## src/rtl/pattern_scanner.sv

```systemverilog
// Serial pattern scanner: walks every PAT_W-bit window of a latched word, counting matches and summing their bit indices.
// Optional macro PATTERN_SCANNER_SATURATE_EN clamps the index sum at its maximum instead of wrapping.
module pattern_scanner #(
  parameter int DATA_W = 16,
  parameter int PAT_W  = 4,
  parameter int SUM_W  = 8,
  localparam int N     = DATA_W - PAT_W + 1,
  localparam int CNT_W = $clog2(N + 1)
) (
  input  logic              clock,
  input  logic              reset,
  input  logic [DATA_W-1:0] cypher,
  input  logic [PAT_W-1:0]  compared,
  input  logic              read,
  output logic              busy,
  output logic              done,
  output logic              match,
  output logic [CNT_W-1:0]  count,
  output logic [SUM_W-1:0]  sum,
  output logic [1:0]        dbg_state
);

  typedef enum logic [1:0] {
    IDLE = 2'd0,
    SCAN = 2'd1,
    DONE = 2'd2
  } state_t;

  state_t             state_q, state_d;
  logic [DATA_W-1:0]  cyph_q, cyph_d;
  logic [PAT_W-1:0]   pat_q, pat_d;
  logic [CNT_W-1:0]   idx_q, idx_d;
  logic [SUM_W-1:0]   sum_acc_q, sum_acc_d;
  logic [CNT_W-1:0]   cnt_acc_q, cnt_acc_d;
  logic               busy_q, busy_d;
  logic               done_q, done_d;
  logic               match_q, match_d;
  logic [CNT_W-1:0]   count_q, count_d;
  logic [SUM_W-1:0]   sum_q, sum_d;

  logic [PAT_W-1:0]   win;
  logic               hit;
  logic               last_win;
  logic [SUM_W-1:0]   sum_next;
  logic [CNT_W-1:0]   cnt_next;

`ifdef PATTERN_SCANNER_SATURATE_EN
  localparam int ADD_W = ((SUM_W > CNT_W) ? SUM_W : CNT_W) + 1;
  localparam logic [ADD_W-1:0] SUM_MAX = {{(ADD_W-SUM_W){1'b0}}, {SUM_W{1'b1}}};
  logic [ADD_W-1:0]   sum_wide;
`endif

  // Current window and the accumulator values it would produce.
  always_comb begin
    win      = PAT_W'(cyph_q >> idx_q);
    hit      = (win == pat_q);
    last_win = (idx_q == CNT_W'(N - 1));
    cnt_next = cnt_acc_q + CNT_W'(hit);
`ifdef PATTERN_SCANNER_SATURATE_EN
    sum_wide = ADD_W'(sum_acc_q) + ADD_W'(idx_q);
    if (!hit)                 sum_next = sum_acc_q;
    else if (sum_wide > SUM_MAX) sum_next = '1;
    else                      sum_next = sum_wide[SUM_W-1:0];
`else
    sum_next = hit ? (sum_acc_q + SUM_W'(idx_q)) : sum_acc_q;
`endif
  end

  always_comb begin
    state_d   = state_q;
    cyph_d    = cyph_q;
    pat_d     = pat_q;
    idx_d     = idx_q;
    sum_acc_d = sum_acc_q;
    cnt_acc_d = cnt_acc_q;
    match_d   = match_q;
    count_d   = count_q;
    sum_d     = sum_q;

    case (state_q)
      IDLE: begin
        if (read) begin
          cyph_d    = cypher;
          pat_d     = compared;
          idx_d     = '0;
          sum_acc_d = '0;
          cnt_acc_d = '0;
          state_d   = SCAN;
        end
      end
      SCAN: begin
        sum_acc_d = sum_next;
        cnt_acc_d = cnt_next;
        if (last_win) begin
          // Results include the final window, so load from the next-values.
          idx_d   = '0;
          sum_d   = sum_next;
          count_d = cnt_next;
          match_d = (cnt_next != '0);
          state_d = DONE;
        end else begin
          idx_d = idx_q + CNT_W'(1);
        end
      end
      DONE: state_d = IDLE;
      default: state_d = IDLE;
    endcase

    busy_d = (state_d != IDLE);
    done_d = (state_d == DONE);
  end

  always_ff @(posedge clock or negedge reset) begin
    if (!reset) begin
      state_q   <= IDLE;
      cyph_q    <= '0;
      pat_q     <= '0;
      idx_q     <= '0;
      sum_acc_q <= '0;
      cnt_acc_q <= '0;
      busy_q    <= 1'b0;
      done_q    <= 1'b0;
      match_q   <= 1'b0;
      count_q   <= '0;
      sum_q     <= '0;
    end else begin
      state_q   <= state_d;
      cyph_q    <= cyph_d;
      pat_q     <= pat_d;
      idx_q     <= idx_d;
      sum_acc_q <= sum_acc_d;
      cnt_acc_q <= cnt_acc_d;
      busy_q    <= busy_d;
      done_q    <= done_d;
      match_q   <= match_d;
      count_q   <= count_d;
      sum_q     <= sum_d;
    end
  end

  assign busy      = busy_q;
  assign done      = done_q;
  assign match     = match_q;
  assign count     = count_q;
  assign sum       = sum_q;
  assign dbg_state = state_q;

endmodule

```

## config.mk

```make
export PLATFORM = sky130hd
export DESIGN_NAME = pattern_scanner
export DESIGN_NICKNAME = d
export VERILOG_FILES = /design/src/rtl/pattern_scanner.sv
export SDC_FILE = /design/constraint.sdc
export NUM_CORES = 1
export LEC_CHECK = 0
export CELL_PAD_IN_SITES_DETAIL_PLACEMENT = 1
export CELL_PAD_IN_SITES_GLOBAL_PLACEMENT = 1
export CORE_MARGIN = 5
export CORE_UTILIZATION = 35
export DETAILED_ROUTE_END_ITERATION = 12
export PLACE_DENSITY_LB_ADDON = 0.1
export SLEW_MARGIN = 10
export SYNTH_ARGS = -nofsm -noshare
export SYNTH_HDL_FRONTEND = slang
export SYNTH_SLANG_ARGS = --single-unit
```

## constraint.sdc

```tcl
create_clock -name clock -period 5.94 [get_ports clock]
set_input_delay 1.188 -clock clock [delete_from_list [all_inputs] [get_ports clock]]
set_output_delay 1.188 -clock clock [all_outputs]
set_load 0.02 [all_outputs]
```

==> impl_metrics.env, run 1 <==
export IMPL_synth_cells=261
export IMPL_mostFrequentLayoutCell="dfrtp_1"
export IMPL_regArea_sq_um=1330
export IMPL_kind_of_start_point_of_the_critical_path="flop"
export IMPL_worst_slew_pin_slew_ns=0.992
export IMPL_gp_congestion=0.795
export IMPL_die_height_um=102
export IMPL_global_route_wire_length_before_repair_mm=11.6
export IMPL_timing_max_cap_violations=0
export IMPL_row_count=33
export IMPL_timing_critical_path_fanout_max=26
export IMPL_ios=40
export IMPL_synthFlopType="dfrtp_1"
export IMPL_synth_seq_cells=53
export IMPL_count_of_fill_cells_added_during_filler_insertion=915
export IMPL_cts_inserted_buffers=5
export IMPL_yosysWarnings=0
export IMPL_relSlewSlack_pct=32.2
export IMPL_number_of_nets_in_the_synthesized_netlist=293
export IMPL_commonest_cells_after_routing_fill_and_taps_aside="dfrtp_1, clkdlybuf4s50_1, nand2_1, mux2_2"
export IMPL_min_path_type="reg -> reg"
export IMPL_ys_seq_area_share_pct=44.7
export IMPL_timing_final_hold_violations=0
export IMPL_peakVddDrop_mv=0.144
export IMPL_finalMaxSlewViolations=0
export IMPL_areaGrowthSynthToFinish_pct=18.2
export IMPL_grt_ovfl_total=0
export IMPL_classification_of_the_worst_setup_path="reg -> reg"
export IMPL_grt_start_max_net_pins=54
export IMPL_routedWlPerCell_um=17.0
export IMPL_grt_use_total_pct=13.9
export IMPL_achievable_frequency_mhz=262
export IMPL_clk_insertion_delay_late_ns=0.30
export IMPL_cts_sink_count=53
export IMPL_n_antenna_cell=0
export IMPL_footprint_of_the_multi_input_gates_sq_um=1530
export IMPL_final_period_minus_worst_setup_slack_ns=3.82
export IMPL_post_dp_hpwl_mm=4.80
export IMPL_synth_edff_count=0
export IMPL_vias=2177
export IMPL_cts_root_buf="clkbuf_8"
export IMPL_grt_antenna_before_repair=0
export IMPL_cts_setup_buffers=0
export IMPL_totalWireLength_mm=6.77
export IMPL_port_buffer_count=39
export IMPL_drt_vias_per_instance=5.46
export IMPL_drtIter0Drc=73
export IMPL_cp_end_kind="flop"
export IMPL_worstPathArrival_ns=4.00
export IMPL_cellLeakagePower_nw=1.54
export IMPL_cp_required_ns=6.13
export IMPL_yosysUniqueCellTypes=48
export IMPL_core_footprint_sq_um=8260
export IMPL_final_layout_size_suffix_gt1_share_pct=15.6
export IMPL_cts_root_to_sink_buffers=2
export IMPL_grt_pass1_vias=2302
export IMPL_htreeDepth=2
export IMPL_tritoncts_clock_tree="built"
export IMPL_synth_top_area_cell="dfrtp_1"
export IMPL_drt_first_pass_iters=4
export IMPL_cts_hold_buffers=0
export IMPL_start_util_pct=36.0
export IMPL_detail_route_antenna_nets=0
export IMPL_count_of_nets_after_finishing=327
export IMPL_mapped_cell_area_sq_um=2970
export IMPL_finalHoldWorstSlack_ns=0.484
export IMPL_ctsResizeCount=0
export IMPL_synth_top_cells_by_area="dfrtp_1, mux2_2, mux4_2"
export IMPL_cellPowerDensity_nw_per_um2=509
export IMPL_layout_worst_path_cycle_share_pct=64.3
export IMPL_rsz0062_at_grt="false"
export IMPL_synthArstFlopShare_pct=100
export IMPL_die_width_um=102
export IMPL_clock_skews_ns=0.00546
export IMPL_post_route_drc_count=0
export IMPL_timing_setup_tns_ns=0
export IMPL_outcome="complete, no violations"
export IMPL_setup_viol=0
export IMPL_post_synth_cell_area_avg_sq_um=11.4
export IMPL_yosys_area_top_type_share_pct=44.7
export IMPL_path_clk_slew_ns=0.09
export IMPL_die_area_sq_um=10400
[flip-flops by register name, indices dropped and copies added, names as in the netlist]
| signal | flops |
|---|---|
| idx_q | 4 |
| done | 1 |
| sum_acc_q | 8 |
| cyph_q | 16 |
| match | 1 |
| count | 4 |
| busy | 1 |
| sum | 8 |
| dbg_state | 2 |
| cnt_acc_q | 4 |
| pat_q | 4 |
[cells in the mapped netlist, drive strengths merged (3+ instances only)]
cell type and n:
ha 8, dfrtp 53, a211o 3, mux2i 7, a21oi 11, nand3 5
mux4 13, clkbuf 10, nor3b 3, a31o 4, nor2 11, mux2 21
inv 10, xor2 5, buf 6, o21ai 13, o21bai 3, nand2b 3
a31oi 3, nand2 31, and3 6
[path summary, 6_finish.rpt]
check | from | to | slack (ns) | cells after the start
setup / recovery | idx_q[0] | match | 2.12 | 9
hold / removal | count[2] | count[2] | 0.48 | 2
setup reg to reg | idx_q[0] | match | 2.12 | 9
hold reg to reg | count[2] | count[2] | 0.48 | 2
max in group asynchronous | reset | cyph_q[2] | 4.46 | 2
min in group asynchronous | reset | cyph_q[15] | 0.99 | 2
[stage by stage]
step	utilization [%]	worst slack, ns	cells	power, mW	area, sq um
2_1_floorplan	-	2.69	261	1.35	2970
3_3_place_gp	41.6	2.18	393	1.59	3440
3_5_place_dp	41.6	2.13	393	1.61	3440
4_1_cts	42.5	2.10	399	1.81	3510
5_1_grt	42.5	1.90	399	1.93	3510
6_report	42.5	2.12	399	1.79	3510
[per-layer routing]
metal	track usage [%]	wire length [um]	vias to the layer above
met2	22.2	3120	28
li1	-	-	1022
met1	19.7	3400	1122
met4	3.33	52	0
met5	0	0	-
met3	2.46	202	5
[cell type report]
cell class              instances  share of cell area, %
clock buffers                   5                   1.96
clock inverters                 1                  0.143
inverters                      10                   1.07
multi-input cells             182                   43.5
flip-flops and latches         53                   37.8
well taps                     105                   3.74
repair buffers                 43                   11.8
[power breakdown]
part	leakage [nW]	internal, mW	switching (mW)	total, mW
combinational	0.838	0.478	0.435	0.913
sequential	0.665	0.504	0.180	0.684
clock	0.0399	0.0780	0.113	0.191
[cell families after synthesis]
group | count (synthesis) | synth area share [%]
adders and majority gates | 9 | 4.05
buffers and inverters | 26 | 4.13
xor gates and xnor gates | 7 | 2.06
DFF | 53 | 44.7
and+or+nand+nor | 71 | 11.8
AOI/OAI and AO/OA | 54 | 12.4
muxes | 41 | 20.8
[critical path, cell delays in order, from the launching register on]
cell,delay [ns]
dfrtp_1,0.92
mux4_1,0.64
mux4_2,0.48
xor2_1,0.18
nor4_4,0.25
buf_4,0.32
ha_1,0.23
ha_1,0.26
nor4_1,0.30
a21oi_1,0.10
Note: power is estimated with default switching activity, not from simulation.
==> run 2, diff against run 1 <==
==> constraint.sdc (replaced) <==
create_clock -name clock -period 3.9 [get_ports clock]
set_input_delay 0.78 -clock clock [delete_from_list [all_inputs] [get_ports clock]]
set_output_delay 0.78 -clock clock [all_outputs]
set_load 0.02 [all_outputs]
==> run 2 against run 1 <==
Net effect: fmax is 15% higher; critical path depth is 1 higher; clock power is 110% higher; cell area is 2.0% higher; wire length is 2.1% higher; register-to-register slack worse by 1.5 ns; global-route usage is 0.34 points higher; total power is 61% higher; cell count is 1.3% higher; clock-buffer cell count is 1 higher; die area stayed put; combinational power is 57% higher; critical endpoint unchanged.
==> impl_metrics.env, run 2 (synthesized netlist as in run 1, its figures left out) <==
export IMPL_cts_hold_buffers=0
export IMPL_largest_reg_flops=16
export IMPL_final_layout_size_suffix_gt1_share_pct=17.1
export IMPL_cp_required_ns=4.10
export IMPL_drtIter0Drc=55
export IMPL_row_count=33
export IMPL_timing_final_hold_violations=0
export IMPL_clk_insertion_delay_late_ns=0.31
export IMPL_worstPathArrival_ns=3.51
export IMPL_mostFrequentLayoutCell="dfrtp_1"
export IMPL_cts_sink_count=53
export IMPL_vias=2184
export IMPL_ctsResizeCount=0
export IMPL_tritoncts_clock_tree="built"
export IMPL_count_of_nets_after_finishing=330
export IMPL_drt_first_pass_iters=4
export IMPL_peakVddDrop_mv=0.255
export IMPL_totalWireLength_mm=6.92
export IMPL_count_of_fill_cells_added_during_filler_insertion=922
export IMPL_outcome="complete, no violations"
export IMPL_grt_start_max_net_pins=35
export IMPL_grt_pass1_vias=2289
export IMPL_cellLeakagePower_nw=1.57
export IMPL_worst_slew_pin_slew_ns=0.826
export IMPL_relSlewSlack_pct=44.9
export IMPL_drt_vias_per_instance=5.41
export IMPL_kind_of_start_point_of_the_critical_path="flop"
export IMPL_post_route_drc_count=0
export IMPL_layout_worst_path_cycle_share_pct=84.9
export IMPL_die_area_sq_um=10400
export IMPL_post_layout_nonfiller_instances=404
export IMPL_numPlacedInstances=396
export IMPL_htreeDepth=2
export IMPL_cts_inserted_buffers=5
export IMPL_areaGrowthSynthToFinish_pct=20.5
export IMPL_cellPowerDensity_nw_per_um2=803
export IMPL_gp_congestion=0.741
export IMPL_cts_root_buf="clkbuf_8"
export IMPL_timing_setup_tns_ns=0
export IMPL_post_dp_hpwl_mm=4.86
export IMPL_global_route_wire_length_before_repair_mm=11.8
export IMPL_rsz0062_at_grt="false"
export IMPL_n_antenna_cell=0
export IMPL_commonest_cells_after_routing_fill_and_taps_aside="dfrtp_1, clkdlybuf4s50_1, nand2_1, mux2_2"
export IMPL_ios=40
export IMPL_grt_use_total_pct=14.2
export IMPL_setup_viol=0
export IMPL_routedWlPerCell_um=17.1
export IMPL_classification_of_the_worst_setup_path="reg -> reg"
export IMPL_cts_setup_buffers=0
export IMPL_cp_end_kind="flop"
export IMPL_core_footprint_sq_um=8260
export IMPL_start_util_pct=36.0
export IMPL_timing_critical_path_fanout_max=16
export IMPL_largest_reg_by_ff_count="cyph_q"
export IMPL_min_path_type="reg -> reg"
export IMPL_grt_antenna_before_repair=0
export IMPL_cts_root_to_sink_buffers=2
export IMPL_path_clk_slew_ns=0.11
export IMPL_detail_route_antenna_nets=0
export IMPL_final_period_minus_worst_setup_slack_ns=3.31
export IMPL_achievable_frequency_mhz=302
export IMPL_die_height_um=102
export IMPL_grt_ovfl_total=0
export IMPL_port_buffer_count=39
export IMPL_timing_max_cap_violations=0
export IMPL_clock_skews_ns=0.0139
export IMPL_finalMaxSlewViolations=0
export IMPL_die_width_um=102
-- run 2: cell types whose count changed in the layout (fill, tap and decap cells not counted) --
cell / previous run / this run
bufinv_16: 0 / 1
clkbuf_8: 5 / 6
clkinv_2: 1 / 0
clkinvlp_4: 0 / 1
buf_4: 4 / 7
-- run 2: cell type report --
class	instances	area, sq um	area share, %
Timing Repair Buffer	46	438	12.2
Clock inverter	2	37.5	1.05
Inverter	10	37.5	1.05
Clock buffer	6	82.6	2.31
Multi-Input combinational cell	182	1530	42.6
Tap cell	105	131	3.67
Sequential cell	53	1330	37.1
-- run 2: metrics by stage --
step / hold slack, ns / area, sq um / total power, mW / worst slack [ns] / util [%]
2_1_floorplan: 0.469 / 2970 / 2.05 / 0.650 / -
3_3_place_gp: 0.463 / 3460 / 2.46 / 0.637 / 41.9
3_5_place_dp: 0.466 / 3460 / 2.49 / 0.583 / 41.9
4_1_cts: 0.493 / 3580 / 2.91 / 0.548 / 43.3
5_1_grt: 0.533 / 3580 / 3.10 / 0.122 / 43.3
6_report: 0.483 / 3580 / 2.87 / 0.588 / 43.3
-- run 2: final timing paths --
kind | end | slack (ns) | start | cells after the start
worst max-delay path | match | 0.59 | idx_q[1] | 10
worst min-delay path | count[2] | 0.48 | count[2] | 2
worst max register to register | match | 0.59 | idx_q[1] | 10
worst min register to register | count[2] | 0.48 | count[2] | 2
max in group asynchronous | sum_acc_q[4] | 2.54 | reset | 2
min in group asynchronous | pat_q[1] | 0.55 | reset | 1
-- run 2: worst max-delay path, cell delays in order (launching register included) --
cell	delay (ns)
dfrtp_1	0.77
mux4_2	0.58
mux2i_1	0.27
nor3b_1	0.10
a2111oi_0	0.36
buf_4	0.19
nor4_4	0.04
ha_1	0.21
ha_1	0.31
nor4_1	0.28
a21oi_1	0.10
-- run 2: layer usage --
| layer | vias up | global-route usage, % | part of all wire [%] |
|---|---|---|---|
| li1 | 1029 | - | - |
| met2 | 30 | 21.8 | 45 |
| met1 | 1121 | 21.3 | 51 |
| met5 | - | 0 | 0 |
| met3 | 4 | 1.91 | 2.8 |
| met4 | 0 | 3.63 | 0.71 |
-- run 2: power by group --
| group | internal [mW] | leakage (nW) | switching, mW | total, mW |
|---|---|---|---|---|
| registers | 0.768 | 0.665 | 0.275 | 1.04 |
| logic | 0.758 | 0.852 | 0.669 | 1.43 |
| clock network | 0.209 | 0.0574 | 0.195 | 0.404 |
==> run 3, diff against run 2 <==
==> constraint.sdc (replaced) <==
create_clock -name clock -period 2.7 [get_ports clock]
set_input_delay 0.54 -clock clock [delete_from_list [all_inputs] [get_ports clock]]
set_output_delay 0.54 -clock clock [all_outputs]
set_load 0.02 [all_outputs]
==> run 3 against run 2 <==
Net effect: the run now ends with negative setup slack left; clock-buffer cell count unchanged; via count increased by 9.7%; cell area increased by 18%; sequential share of layout area decreased by 5.6 points; combinational power increased by 130%; non-clock buffer count increased by 43; first-iteration DRC count increased by 69%; critical path type unchanged; largest power group unchanged.
==> impl_metrics.env, run 3 (synthesized netlist as in run 1, its figures left out) <==
export IMPL_outcome="finished, violations left"
export IMPL_violations="negative setup slack"
export IMPL_r2r_setup_slack_ns=-0.28
export IMPL_drt_first_pass_iters=4
export IMPL_relSlewSlack_pct=52.9
export IMPL_grt_util_met3_pct=3.41
export IMPL_routedWlPerCell_um=18.3
export IMPL_start_util_pct=36.0
export IMPL_commonest_cells_after_routing_fill_and_taps_aside="dfrtp_1, clkdlybuf4s50_1, buf_4, nand2_1, mux2_2"
export IMPL_globalRoute_busiestLayer="met2"
export IMPL_path_clk_slew_ns=0.11
export IMPL_finalMaxSlewViolations=0
export IMPL_post_layout_nonfiller_instances=447
export IMPL_classification_of_the_worst_setup_path="reg -> reg"
export IMPL_largest_reg_flops=16
export IMPL_setup_viol=24
export IMPL_grt_antenna_before_repair=0
export IMPL_peakVddDrop_mv=0.425
export IMPL_row_count=33
export IMPL_min_path_type="in -> async"
export IMPL_achievable_frequency_mhz=336
export IMPL_post_dp_hpwl_mm=5.53
export IMPL_layout_worst_path_cycle_share_pct=110
export IMPL_timing_setup_tns_ns=-3.69
export IMPL_rsz0062_at_grt="true"
export IMPL_die_width_um=102
export IMPL_use_met2_pct=26.9
export IMPL_vias=2396
export IMPL_detail_route_antenna_nets=0
export IMPL_numPlacedInstances=426
export IMPL_cts_root_to_sink_buffers=2
export IMPL_mostFrequentLayoutCell="dfrtp_1"
export IMPL_grt_start_max_net_pins=54
export IMPL_cellLeakagePower_nw=1.82
export IMPL_worstPathArrival_ns=3.19
export IMPL_drtIter0Drc=93
export IMPL_global_route_wire_length_before_repair_mm=13.9
export IMPL_gp_congestion=0.772
export IMPL_cts_hold_buffers=0
export IMPL_regToRegStartpoint="idx_q[0]"
export IMPL_finalHoldWorstSlack_ns=0.354
export IMPL_final_layout_size_suffix_gt1_share_pct=37.7
export IMPL_worst_slew_pin_slew_ns=0.707
export IMPL_cellPowerDensity_nw_per_um2=1260
export IMPL_cp_required_ns=2.91
export IMPL_clk_insertion_delay_late_ns=0.32
export IMPL_kind_of_start_point_of_the_critical_path="flop"
export IMPL_port_buffer_count=39
export IMPL_count_of_nets_after_finishing=373
export IMPL_count_of_fill_cells_added_during_filler_insertion=880
export IMPL_htreeDepth=2
export IMPL_die_area_sq_um=10400
export IMPL_setup_slack_ns=-0.280
export IMPL_core_footprint_sq_um=8260
export IMPL_totalWireLength_mm=8.18
export IMPL_regArea_sq_um=1330
export IMPL_r2r_cells=11
export IMPL_drt_vias_per_instance=5.36
export IMPL_power_total_mw=5.32
export IMPL_areaGrowthSynthToFinish_pct=42.3
export IMPL_final_period_minus_worst_setup_slack_ns=2.98
export IMPL_cts_root_buf="clkbuf_8"
export IMPL_post_route_drc_count=0
export IMPL_die_height_um=102
export IMPL_clock_skews_ns=0.0119
export IMPL_use_met1_pct=24.5
export IMPL_ios=40
export IMPL_grt_ovfl_total=0
export IMPL_cts_inserted_buffers=5
export IMPL_grt_pass1_vias=2621
export IMPL_tritoncts_clock_tree="built"
export IMPL_timing_max_cap_violations=0
export IMPL_cts_sink_count=53
export IMPL_timing_final_hold_violations=0
export IMPL_cp_end_kind="flop"
export IMPL_footprint_of_the_multi_input_gates_sq_um=1750
export IMPL_grt_use_total_pct=17.2
export IMPL_timing_critical_path_fanout_max=5
export IMPL_largest_reg_by_ff_count="cyph_q"
export IMPL_n_antenna_cell=0
export IMPL_worst_r2r_endpoint="match"
## run 3: cell types whose count changed in the layout (fill, tap and decap cells not counted), sizes merged
cell and delta:
clkinvlp -1, clkinv +1, buf +43
## run 3: how the worst max path moves through the flow
stage	start	cells past startpoint	to	slack [ns]
after detailed placement	idx_q[0]	10	sum_acc_q[0]	-0.39
after global placement	idx_q[1]	11	match	-0.33
after CTS	idx_q[0]	10	cnt_acc_q[1]	-0.26
after global routing	idx_q[0]	13	match	-0.41
after floorplan	idx_q[0]	10	match	-0.45
final	idx_q[0]	11	match	-0.28
## run 3: final cells by class
| type | count | share of cell area, % |
|---|---|---|
| Clock buffer | 6 | 1.72 |
| Clock inverter | 2 | 0.918 |
| Inverter | 10 | 0.888 |
| Multi-Input combinational cell | 182 | 41.3 |
| Sequential cell | 53 | 31.4 |
| Tap cell | 105 | 3.11 |
| Timing Repair Buffer | 89 | 20.6 |
## run 3: what timing repair did
action / CTS / global route
setup endpoints to repair: 25 / 25
buffers inserted: 8 / 5
pin swaps: 6 / 11
endpoints found under the hold margin: 0 / 0
gates cloned: 2 / 0
gates resized for setup: 32 / 26
## run 3: report_power, final
group          leakage [nW]  internal, mW  switching [mW]
Sequential            0.664          1.11           0.336
Combinational          1.10          1.85            1.46
Clock                0.0554         0.279           0.283
Total                  1.82          3.24            2.08
## run 3: metrics by stage
step	setup WS, ns	utilization [%]	instance area [sq um]
after floorplan	-0.446	-	3020
after global placement	-0.327	45.3	3740
after detailed placement	-0.385	45.3	3740
after CTS	-0.261	49.6	4090
after global routing	-0.410	51.2	4230
final	-0.280	51.2	4230
## run 3: critical path: stages, from the launching register on
cell	delay, ns
dfrtp_2	0.45
buf_6	0.13
buf_6	0.09
mux4_2	0.47
mux4_2	0.53
xor2_2	0.21
nor4_4	0.13
buf_4	0.17
ha_4	0.14
ha_4	0.20
nor4_4	0.25
a21oi_1	0.10
## run 3: routing by layer
metal	share of wire [%]	routed length (um)	up-vias
met3	3.1	257	5
met1	49	4040	1242
met4	1.0	83	0
met2	46	3800	33
li1	-	-	1116
met5	0	0	-
